**src/rtl/uart_pkg.sv**
```systemverilog
// Frame constants and receiver state encoding, shared by the 8-bit UART transmitter and receiver.
package uart_pkg;

  localparam int   DATA_W     = 8;
  localparam logic STOP_LEVEL = 1'b1;
  localparam logic IDLE_LEVEL = 1'b1;

  typedef enum logic [2:0] {
    ST_RESET     = 3'b001,
    ST_IDLE      = 3'b010,
    ST_START     = 3'b011,
    ST_DATA      = 3'b100,
    ST_STOP      = 3'b101,
    ST_WAIT_HIGH = 3'b110
  } rx_state_e;

  function automatic logic maj3(input logic a, input logic b, input logic c);
    return (a & b) | (a & c) | (b & c);
  endfunction

endpackage

```
**src/rtl/uart_rx_sync.sv**
```systemverilog
// Two-flop synchroniser for the asynchronous rx line; resets to the idle (high) level.
module uart_rx_sync (
  input  logic clk,
  input  logic rst,
  input  logic d_i,
  output logic q_o
);

  logic meta_q;
  logic sync_q;

  always_ff @(posedge clk or posedge rst) begin
    if (rst) begin
      meta_q <= 1'b1;
      sync_q <= 1'b1;
    end else begin
      meta_q <= d_i;
      sync_q <= meta_q;
    end
  end

  assign q_o = sync_q;

endmodule

```
**src/rtl/uart8_receiver.sv**
```systemverilog
// 8N1 UART receiver at OVERSAMPLE x baud with start qualification, mid-bit sampling and framing check.
// Define UART_RX_MAJORITY_EN to take every sample as a 2-of-3 vote around mid-bit.
module uart8_receiver
  import uart_pkg::*;
#(
  parameter int OVERSAMPLE = 16
) (
  input  logic              clk,
  input  logic              rst,
  input  logic              en,
  input  logic              in,
  output logic [DATA_W-1:0] out,
  output logic              done,
  output logic              busy,
  output logic              err,
  output logic [2:0]        state_o
);

  localparam int            TW   = $clog2(OVERSAMPLE);
  localparam logic [TW-1:0] MID  = TW'(OVERSAMPLE / 2 - 1);
  localparam logic [TW-1:0] LAST = TW'(OVERSAMPLE - 1);
`ifdef UART_RX_MAJORITY_EN
  localparam logic [TW-1:0] SAMP_T = TW'(OVERSAMPLE / 2);
`else
  localparam logic [TW-1:0] SAMP_T = MID;
`endif

  rx_state_e         state_q, state_d;
  logic [TW-1:0]     tick_q, tick_d;
  logic [2:0]        bit_idx_q, bit_idx_d;
  logic [DATA_W-1:0] shreg_q, shreg_d;
  logic [DATA_W-1:0] out_q, out_d;
  logic              done_q, done_d;
  logic              busy_q, busy_d;
  logic              err_q, err_d;
  logic              rx_s;
  logic              sample;

  uart_rx_sync u_sync (
    .clk (clk),
    .rst (rst),
    .d_i (in),
    .q_o (rx_s)
  );

`ifdef UART_RX_MAJORITY_EN
  // hist_q holds rx_s from ticks MID-1 and MID when the vote is taken at MID+1.
  logic [1:0] hist_q;

  always_ff @(posedge clk or posedge rst) begin
    if (rst) hist_q <= 2'b11;
    else     hist_q <= {hist_q[0], rx_s};
  end

  assign sample = maj3(hist_q[1], hist_q[0], rx_s);
`else
  assign sample = rx_s;
`endif

  always_ff @(posedge clk or posedge rst) begin
    if (rst) begin
      state_q   <= ST_RESET;
      tick_q    <= '0;
      bit_idx_q <= '0;
      shreg_q   <= '0;
      out_q     <= '0;
      done_q    <= 1'b0;
      busy_q    <= 1'b0;
      err_q     <= 1'b0;
    end else begin
      state_q   <= state_d;
      tick_q    <= tick_d;
      bit_idx_q <= bit_idx_d;
      shreg_q   <= shreg_d;
      out_q     <= out_d;
      done_q    <= done_d;
      busy_q    <= busy_d;
      err_q     <= err_d;
    end
  end

  always_comb begin
    state_d   = state_q;
    tick_d    = tick_q;
    bit_idx_d = bit_idx_q;
    shreg_d   = shreg_q;
    out_d     = out_q;
    done_d    = 1'b0;
    busy_d    = busy_q;
    err_d     = err_q;
    case (state_q)
      ST_RESET: begin
        tick_d  = '0;
        state_d = ST_IDLE;
      end
      ST_IDLE: begin
        busy_d = 1'b0;
        tick_d = '0;
        if (en && !rx_s) state_d = ST_START;
      end
      ST_START: begin
        tick_d = tick_q + 1'b1;
        if (tick_q == SAMP_T) begin
          if (sample) begin
            // Low pulse shorter than half a bit: treat as line noise.
            tick_d  = '0;
            state_d = ST_IDLE;
          end else begin
            busy_d = 1'b1;
            err_d  = 1'b0;
          end
        end
        if (tick_q == LAST) begin
          tick_d    = '0;
          bit_idx_d = '0;
          state_d   = ST_DATA;
        end
      end
      ST_DATA: begin
        tick_d = tick_q + 1'b1;
        if (tick_q == SAMP_T) shreg_d[bit_idx_q] = sample;
        if (tick_q == LAST) begin
          tick_d    = '0;
          bit_idx_d = bit_idx_q + 1'b1;
          if (bit_idx_q == 3'd7) state_d = ST_STOP;
        end
      end
      ST_STOP: begin
        tick_d = tick_q + 1'b1;
        if (tick_q == SAMP_T) begin
          tick_d = '0;
          busy_d = 1'b0;
          if (sample == STOP_LEVEL) begin
            out_d   = shreg_q;
            done_d  = 1'b1;
            state_d = ST_IDLE;
          end else begin
            err_d   = 1'b1;
            state_d = ST_WAIT_HIGH;
          end
        end
      end
      ST_WAIT_HIGH: begin
        // A held-low line (break) must release before another start is accepted.
        tick_d = '0;
        if (rx_s == IDLE_LEVEL) state_d = ST_IDLE;
      end
      default: begin
        state_d = ST_RESET;
      end
    endcase
  end

  assign out     = out_q;
  assign done    = done_q;
  assign busy    = busy_q;
  assign err     = err_q;
  assign state_o = state_q;

endmodule
```
**config.mk**
```make
export PLATFORM = sky130hd
export DESIGN_NAME = uart8_receiver
export DESIGN_NICKNAME = d
export VERILOG_FILES = /design/src/rtl/uart_pkg.sv /design/src/rtl/uart_rx_sync.sv /design/src/rtl/uart8_receiver.sv
export SDC_FILE = /design/constraint.sdc
export NUM_CORES = 1
export LEC_CHECK = 0
export CAP_MARGIN = 5
export CORE_ASPECT_RATIO = 1.75
export CORE_UTILIZATION = 25
export CTS_BUF_LIST = sky130_fd_sc_hd__clkbuf_4 sky130_fd_sc_hd__clkbuf_8
export DETAILED_ROUTE_END_ITERATION = 8
export GPL_ROUTABILITY_DRIVEN = 0
export GPL_TIMING_DRIVEN = 0
export SYNTH_ARGS = -nofsm -noshare
export SYNTH_HDL_FRONTEND = slang
export SYNTH_HIERARCHICAL = 1
export SYNTH_SLANG_ARGS = --single-unit
```
**constraint.sdc**
```tcl
create_clock -name clk -period 4.7 [get_ports clk]
set_clock_uncertainty 0.05 [all_clocks]
set_input_delay 0.705 -clock clk [delete_from_list [all_inputs] [get_ports clk]]
set_output_delay 0.705 -clock clk [all_outputs]
set_load 0.02 [all_outputs]
```
Yosys cells after proc, flatten, opt, wreduce, memory -nomap -nowiden
Cells that the tools add are included.
{ "op_classes": {"n_addsub": 2, "magnitude_cmp": 2, "eq_ne": 18, "n_mux": 31, "n_reduce_logical": 14} }
{ "ops": {"columns": ["cell", "n"], "rows": [
  ["3-bit 2-to-1 mux", 10],
  ["4-bit 2-to-1 mux", 5],
  ["3-bit case mux with 6 select lines", 1],
  ["2-bit != test (second input constant)", 8],
  ["4-bit case mux with 4 select lines", 1],
  ["3-bit == test (second input constant)", 4],
  ["5-bit AND reduction", 2],
  ["1-bit 2-to-1 mux", 9],
  ["8-bit bitwise mux", 1],
  ["3-bit by 2-bit == test with 1-bit output (second input constant)", 2],
  ["3-bit case mux with 2 select lines", 1],
  ["3-bit AND reduction", 2],
  ["4-bit by 1-bit adder with 4-bit output (second input constant)", 1],
  ["4-bit by 3-bit == test with 1-bit output (second input constant)", 1],
  ["4-bit == test (second input constant)", 1],
  ["3-bit by 4-bit less-than comparator with 1-bit output (second input constant)", 1],
  ["4-bit AND reduction", 1],
  ["2-bit nonzero test", 2],
  ["4-bit nonzero test", 1],
  ["3-bit by 1-bit adder with 3-bit output (second input constant)", 1],
  ["1-bit demux with 3-bit select", 1],
  ["3-bit by 1-bit == test with 1-bit output (second input constant)", 1],
  ["3-bit by 1-bit greater-or-equal comparator with 1-bit output (second input constant)", 1],
  ["3-bit != test (second input constant)", 1],
  ["other kinds (7)", 8]
]} }
{ "totals": {"regBits": 31, "in_bits": 4, "wordCells": 77} }

Longest topological paths before layout
Gate-level depths: netlist of the first run.
{ "depth": {"word_depth": 5, "ltp_mapped": 7} }

Modules after synthesis
Netlist of the first run, hierarchy kept.
{ "by_module_without_submodules": {"columns": ["mod", "n_inst", "cells_each", "area_each_um2", "seq_area_each_um2"], "rows": [
  ["uart8_receiver", 1, 151, 1591.5, 726.9],
  ["uart_rx_sync", 1, 3, 56.3, 52.6]
]} }

Worst setup path before layout of the first run
OpenSTA, ideal clock, no wires.
{ "synth_timing": {"path_kind": "register to register", "start": "register state_q[0] (netlist: state_o[0])", "end": "register tick_q[1]", "setup_ns": 0.122, "arrival_time_ns": 2.064, "setup_slack_ns": 2.464, "path_stages_with_launch": 8, "path_cell_list": "dfstp_2 > inv_1 > ha_1 > clkbuf_1 > o21ai_1 > a31oi_1 > or3_1 > a32o_1"} }
{ "synth_via": {"elab_chain_cells": 3, "word_cells_on_any_way": 9, "classes_between": "6 x eq/ne; 1 x mux; 2 x reduce/logical"} }
{ "synth_lines": {"columns": ["element", "line", "source"], "rows": [
  ["from (decl)", "uart8_receiver.sv:28", "rx_state_e state_q, state_d;"],
  ["from (signal assigned)", "uart8_receiver.sv:71", "state_q <= state_d;"],
  ["3-bit == test, or another cell as far along", "uart8_receiver.sv:91", "case (state_q)"],
  ["3-bit OR reduction (no line)", null, null],
  ["4-bit case mux with 4 select lines / 4-bit nonzero test (equally long branches)", null, null],
  ["to (signal assigned)", "uart8_receiver.sv:72", "tick_q <= tick_d;"],
  ["to (decl)", "uart8_receiver.sv:29", "logic [TW-1:0] tick_q, tick_d;"]
]} }
Parallel ways exist; a longest one is shown, timed or not.
A chain may end at the register's enable or synchronous reset.

Final worst setup path of the first run
Same ends and word-level chain as after synthesis.

==> flow_metrics.env, run 1 <==
export IMPL_yosysUniqueCellTypes=41
export IMPL_min_path_type="reg2reg"
export IMPL_start_kind="register"
export IMPL_pwr_share_clk_pct=28.3
export IMPL_cts_max_level=2
export IMPL_synth_main_ff_cell="dfrtp_1"
export IMPL_fin_nets=190
export IMPL_worstSetupPathType="reg2reg"
export IMPL_cts_tree="done"
export IMPL_setup_viol_count_final=0
export IMPL_slew_headroom_pct=52.1
export IMPL_hold_slack_ns=0.310
export IMPL_cp_end_kind="register"
export IMPL_cpMaxStageDelayCell="dfstp_2"
export IMPL_p_int_mw=0.631
export IMPL_ys_top_cells_by_count="dfrtp_1 (28), mux2_2 (15), inv_1 (9)"
export IMPL_fp_dieH_um=109
export IMPL_switching_share_pct=34.8
export IMPL_area_growth_pct=25.2
export IMPL_grt_pass1_vias=1330
export IMPL_ir_worst_vdd_mv=0.205
export IMPL_io_pins=18
export IMPL_cts_setup_buffers=0
export IMPL_synthTopCellsByArea="dfrtp_1 (43%), mux2_2 (10%), ha_1 (5.3%)"
export IMPL_setup_tns_ns=0
export IMPL_wire_per_inst_um=13.6
export IMPL_critPathMaxStageDelay_ns=0.59
export IMPL_ys_warnings_count=6
export IMPL_hold_buffers=0
export IMPL_power_switching_mw=0.336
export IMPL_coreArea_um2=6280
export IMPL_synth_most_common_cell="dfrtp_1"
export IMPL_ant_nets=0
export IMPL_dp_hpwl_mm=2.55
export IMPL_vias=1286
export IMPL_cts_sinks=31
export IMPL_cp_max_fo=10
export IMPL_max_cap_violations=0
export IMPL_grt_overflow=0
export IMPL_cts_resized_gates=0
export IMPL_path_cells="inv_1 > ha_1 > clkbuf_1 > o21ai_1 > a31oi_1 > or3_1 > a32o_1"
export IMPL_powerDensity_nw_per_um2=469
export IMPL_period_share_pct=52.4
export IMPL_drt_initial_drc_count=57
export IMPL_drive_gt1_share_pct=18.9
export IMPL_rows=38
export IMPL_synth_nets=165
export IMPL_antenna_cells=0
export IMPL_status="finished clean"
export IMPL_yosysTopAreaCell="dfrtp_1"
export IMPL_synth_top_area_share_pct=42.5
export IMPL_ctsLongestPathBuffers=2
export IMPL_first_pass_iters=4
export IMPL_routed_wl_mm=3.55
export IMPL_avgSynthCellArea_um2=10.7
export IMPL_sequentialPowerShare_pct=34.0
export IMPL_dp_slack_ns=2.27
export IMPL_top_layer="met4"
export IMPL_slew_viol_final=0
export IMPL_fillers=665
export IMPL_cts_root_buf="clkbuf_8"
export IMPL_synth_edf_count=0
export IMPL_portBuffers=17
export IMPL_yosysSeqAreaShare_pct=47.3
export IMPL_leakagePower_nw=0.905
export IMPL_hold_viol=0
export IMPL_antenna_found_initial=0
export IMPL_fmax_mhz=406
export IMPL_wl_met1_mm=1.41
export IMPL_synthArstFlopShare_pct=100
export IMPL_netlist_instances=154
export IMPL_route_met3_wl_um=103
export IMPL_fin_crit_ns=2.47
export IMPL_ys_seq_elements=31
export IMPL_grt_usage_pct=11.3
export IMPL_crit_required_ns=4.82
export IMPL_cts_clk_slew_worst_paths_ns=0.07
export IMPL_combPwrFrac_pct=37.7
export IMPL_die_area_um2=6930
export IMPL_grt_max_degree=30
export IMPL_initial_core_util_pct=26.3
export IMPL_clk_latency_ns=0.28
export IMPL_cts_buffers=5
export IMPL_arrival_ns=2.59
export IMPL_die_x_um=63.4
export IMPL_fin_ws_ns=2.23
export IMPL_grt_pass1_wl_mm=6.07
export IMPL_mappedNetlistArea_um2=1650
export IMPL_worstMarginPinSlew_ns=0.709
export IMPL_viasPerCell=4.95
export IMPL_rsz0062_at_grt="false"
export IMPL_wl_met2_mm=1.96
export IMPL_drc=0
cells by family (layout without fill, tap and decap cells):
| logic type | Yosys count | in the layout | synth area share, % |
|---|---|---|---|
| AO/OA/AOI/OAI | 31 | 31 | 13.5 |
| multiplexers | 19 | 19 | 13.0 |
| buffers and inverters | 17 | 43 | 3.95 |
| AND/OR/NAND/NOR | 49 | 49 | 16.9 |
| flip-flops | 31 | 31 | 47.3 |
| adder cells (fa/ha/maj) | 7 | 7 | 5.31 |
power by group through the flow:
stage	Combinational (mW)	Clock, mW	Sequential, mW
global route	0.402	0.293	0.335
floorplan	0.254	0	0.344
global placement	0.353	0	0.333
detailed placement	0.360	0	0.334
CTS	0.363	0.279	0.330
finish	0.365	0.273	0.329
placed cells by master (no fill, tap or decap), types with 3 or more instances in the layout:
master	netlist	layout
dfrtp_1	28	28
clkdlybuf4s50_1	0	17
mux2_2	15	15
inv_1	9	9
nand2_1	8	8
clkbuf_1	7	7
nand3_1	7	7
nor2_1	7	7
ha_1	7	7
o21ai_0	6	6
clkbuf_8	0	6
and3_1	5	5
a211oi_1	4	4
a21oi_1	4	4
a22o_1	4	4
mux2i_1	3	3
nand2b_1	3	3
o31ai_1	3	3
nor3_1	3	3
dfstp_2	3	3
area by class of cell:
class | count | area (um2) | area share, %
inverters | 9 | 33.8 | 1.64
plain buffers | 8 | 31.3 | 1.52
repair buffers | 18 | 198 | 9.58
well taps | 80 | 100 | 4.85
flip-flops and latches | 31 | 779 | 37.8
multi-input cells | 106 | 803 | 38.9
clock inverters | 2 | 35.0 | 1.70
clock buffers | 6 | 82.6 | 4.00
critical path: cells and delay by family, from the launching register on:
family / cells / cell delay, ns
compound gates: 3 / 0.72
flops: 1 / 0.59
simple gates: 1 / 0.46
fa+ha+maj: 1 / 0.22
buf+inv: 2 / 0.32
path summary, 6_finish.rpt:
kind / endpoint / cells after the start / start / slack [ns]
setup reg to reg: tick_q[1] / 7 / state_o[0] / 2.23
hold / removal: u_sync/q_o / 0 / u_sync/meta_q / 0.31
min in group asynchronous: u_sync/meta_q / 2 / rst / 0.72
max in group asynchronous: state_o[0] / 3 / rst / 3.27
hold reg to reg: u_sync/q_o / 0 / u_sync/meta_q / 0.31
setup / recovery: tick_q[1] / 7 / state_o[0] / 2.23
sequential cells by signal, summed over array words and instances, names as in the netlist:
register,count
done,1
bit_idx_q,3
state_o,3
tick_q,4
u_sync/q_o,1
err,1
busy,1
out,8
u_sync/meta_q,1
shreg_q,8
layer usage:
| layer | GRT usage, % | vias up |
|---|---|---|
| met2 | 22.0 | 28 |
| met5 | 0 | - |
| met3 | 2.49 | 7 |
| li1 | - | 612 |
| met1 | 10.8 | 639 |
| met4 | 5.84 | 0 |
metrics by stage:
stage	total power [mW]	instance area [um2]	util [%]	std cells
finish	0.967	2060	32.9	260
CTS	0.971	2040	32.4	259
global placement	0.686	1920	30.6	251
global route	1.03	2060	32.9	260
floorplan	0.598	1650	-	154
detailed placement	0.694	1920	30.6	251
Note: power is estimated with default switching activity, not from simulation.
==> run 2, diff against run 1 <==
==> constraint.sdc (replaced) <==
create_clock -name clk -period 2.1 [get_ports clk]
set_clock_uncertainty 0.05 [all_clocks]
set_input_delay 0.315 -clock clk [delete_from_list [all_inputs] [get_ports clk]]
set_output_delay 0.315 -clock clk [all_outputs]
set_load 0.02 [all_outputs]
==> flow_metrics.env, run 2 (synthesis gave the netlist of run 1 again) <==
export IMPL_combPwrFrac_pct=47.5
export IMPL_slew_headroom_pct=29.0
export IMPL_grt_pass1_wl_mm=6.11
export IMPL_leakagePower_nw=0.928
export IMPL_ctsLongestPathBuffers=2
export IMPL_cts_buffers=5
export IMPL_vias=1304
export IMPL_fin_nets=198
export IMPL_cp_max_fo=10
export IMPL_clk_latency_ns=0.28
export IMPL_fin_area_um2=2180
export IMPL_placed_area_um2=1930
export IMPL_ir_worst_vdd_mv=0.576
export IMPL_cts_sinks=31
export IMPL_cpMaxStageDelayCell="dfstp_2"
export IMPL_r2r_setup_slack_ns=0.05
export IMPL_drt_initial_drc_count=31
export IMPL_fp_dieH_um=109
export IMPL_first_pass_iters=4
export IMPL_p_int_mw=1.49
export IMPL_cts_clk_slew_worst_paths_ns=0.07
export IMPL_portBuffers=17
export IMPL_wl_met2_mm=2.01
export IMPL_sequentialPowerShare_pct=32.0
export IMPL_die_area_um2=6930
export IMPL_fin_crit_ns=2.05
export IMPL_hold_viol=0
export IMPL_power_switching_mw=0.827
export IMPL_seq_area_um2=782
export IMPL_crit_buf_inv=2
export IMPL_route_met3_wl_um=87
export IMPL_antenna_found_initial=0
export IMPL_grt_usage_pct=11.2
export IMPL_die_x_um=63.4
export IMPL_fmax_mhz=488
export IMPL_setup_viol_count_final=0
export IMPL_status="finished clean"
export IMPL_grt_pass1_vias=1313
export IMPL_wire_per_inst_um=13.4
export IMPL_top_layer="met4"
export IMPL_fillers=656
export IMPL_multiInputGateArea_um2=888
export IMPL_viasPerCell=4.88
export IMPL_critical_path_top_delay_family="flip-flops"
export IMPL_drc=0
export IMPL_cts_max_level=2
export IMPL_ant_nets=0
export IMPL_worstSetupPathType="reg2reg"
export IMPL_hold_buffers=0
export IMPL_initial_core_util_pct=26.3
export IMPL_cts_root_buf="clkbuf_8"
export IMPL_path_cells="inv_4 > ha_4 > buf_8 > mux2i_4 > a31oi_4 > or3_4 > a31o_2"
export IMPL_area_growth_pct=32.2
export IMPL_min_path_type="reg2reg"
export IMPL_utilization_pct=34.7
export IMPL_coreArea_um2=6280
export IMPL_rows=38
export IMPL_grt_overflow=0
export IMPL_slew_viol_final=0
export IMPL_critPathMaxStageDelay_ns=0.58
export IMPL_pwr_share_clk_pct=20.4
export IMPL_powerDensity_nw_per_um2=1060
export IMPL_antenna_cells=0
export IMPL_cts_tree="done"
export IMPL_drive_gt1_share_pct=29.9
export IMPL_start_kind="register"
export IMPL_crit_required_ns=2.22
export IMPL_cp_end_kind="register"
export IMPL_arrival_ns=2.17
export IMPL_hold_slack_ns=0.309
export IMPL_period_share_pct=97.5
export IMPL_switching_share_pct=35.7
export IMPL_dp_hpwl_mm=2.58
export IMPL_wl_met1_mm=1.40
export IMPL_layout_commonest_cell="dfrtp_1"
export IMPL_max_cap_violations=0
export IMPL_worstMarginPinSlew_ns=1.06
export IMPL_grt_max_degree=30
export IMPL_io_pins=18
export IMPL_routed_wl_mm=3.58
export IMPL_final_cell_mix="dfrtp_1 (26), clkdlybuf4s50_1 (17), mux2_2 (15), buf_4 (10)"
[run 2: changes by cell type in the layout (fill, tap and decap cells not counted), moves of 2 or more]
| cell | before | now |
|---|---|---|
| buf_4 | 0 | 10 |
| ha_1 | 7 | 4 |
| clkbuf_1 | 7 | 5 |
| dfrtp_1 | 28 | 26 |
| dfrtp_2 | 0 | 2 |
| ha_4 | 0 | 2 |
| inv_1 | 9 | 7 |
[run 2: repair_timing]
action | CTS | global route
buffers inserted | 3 | 7
pin swaps | 0 | 6
setup endpoints to repair | 19 | 10
resized for setup | 11 | 9
[run 2: cell type report]
type | instances | share of cell area [%]
multi-input combinational | 106 | 40.8
sequential | 31 | 35.9
timing repair buffer | 27 | 11.3
tap | 80 | 4.60
clock buffer | 6 | 3.79
buffer | 7 | 1.78
inverter | 9 | 1.67
clock inverter | 1 | 0.230
[run 2: worst paths after layout]
kind	cells after the start	start	to
max reg2reg	7	state_o[0]	tick_q[0]
min reg2reg	0	u_sync/meta_q	u_sync/q_o
max in group asynchronous	2	rst	tick_q[0]
min	0	u_sync/meta_q	u_sync/q_o
min in group asynchronous	2	rst	u_sync/meta_q
max	7	state_o[0]	tick_q[0]
[run 2: through the flow]
step	setup WS, ns	power [mW]	setup TNS [ns]	cells
after floorplan	-0.000604	1.35	-0.000604	154
after global placement	-0.207	1.55	-2.37	251
after detailed placement	-0.237	1.56	-2.73	251
after CTS	-0.0172	2.16	-0.0207	260
after global routing	-0.0282	2.48	-0.0452	267
final	0.0527	2.31	0	267
[run 2: power by group through the flow]
stage / logic, mW / registers, mW / clock network [mW]
6_report: 1.10 / 0.741 / 0.473
5_1_grt: 1.21 / 0.757 / 0.515
3_5_place_dp: 0.809 / 0.751 / 0
2_1_floorplan: 0.581 / 0.771 / 0
3_3_place_gp: 0.804 / 0.747 / 0
4_1_cts: 0.941 / 0.735 / 0.486
[run 2: routing by layer]
layer | global-route usage [%] | up-vias
li1 | - | 631
met1 | 11.6 | 642
met2 | 21.4 | 23
met3 | 2.28 | 8
met4 | 4.71 | 0
met5 | 0 | -
[run 2: worst register-to-register path: stages (launching register included)]
cell and delay, ns:
dfstp_2 0.58, inv_4 0.06, ha_4 0.17, buf_8 0.14, mux2i_4 0.18, a31oi_4 0.13
or3_4 0.40, a31o_2 0.24
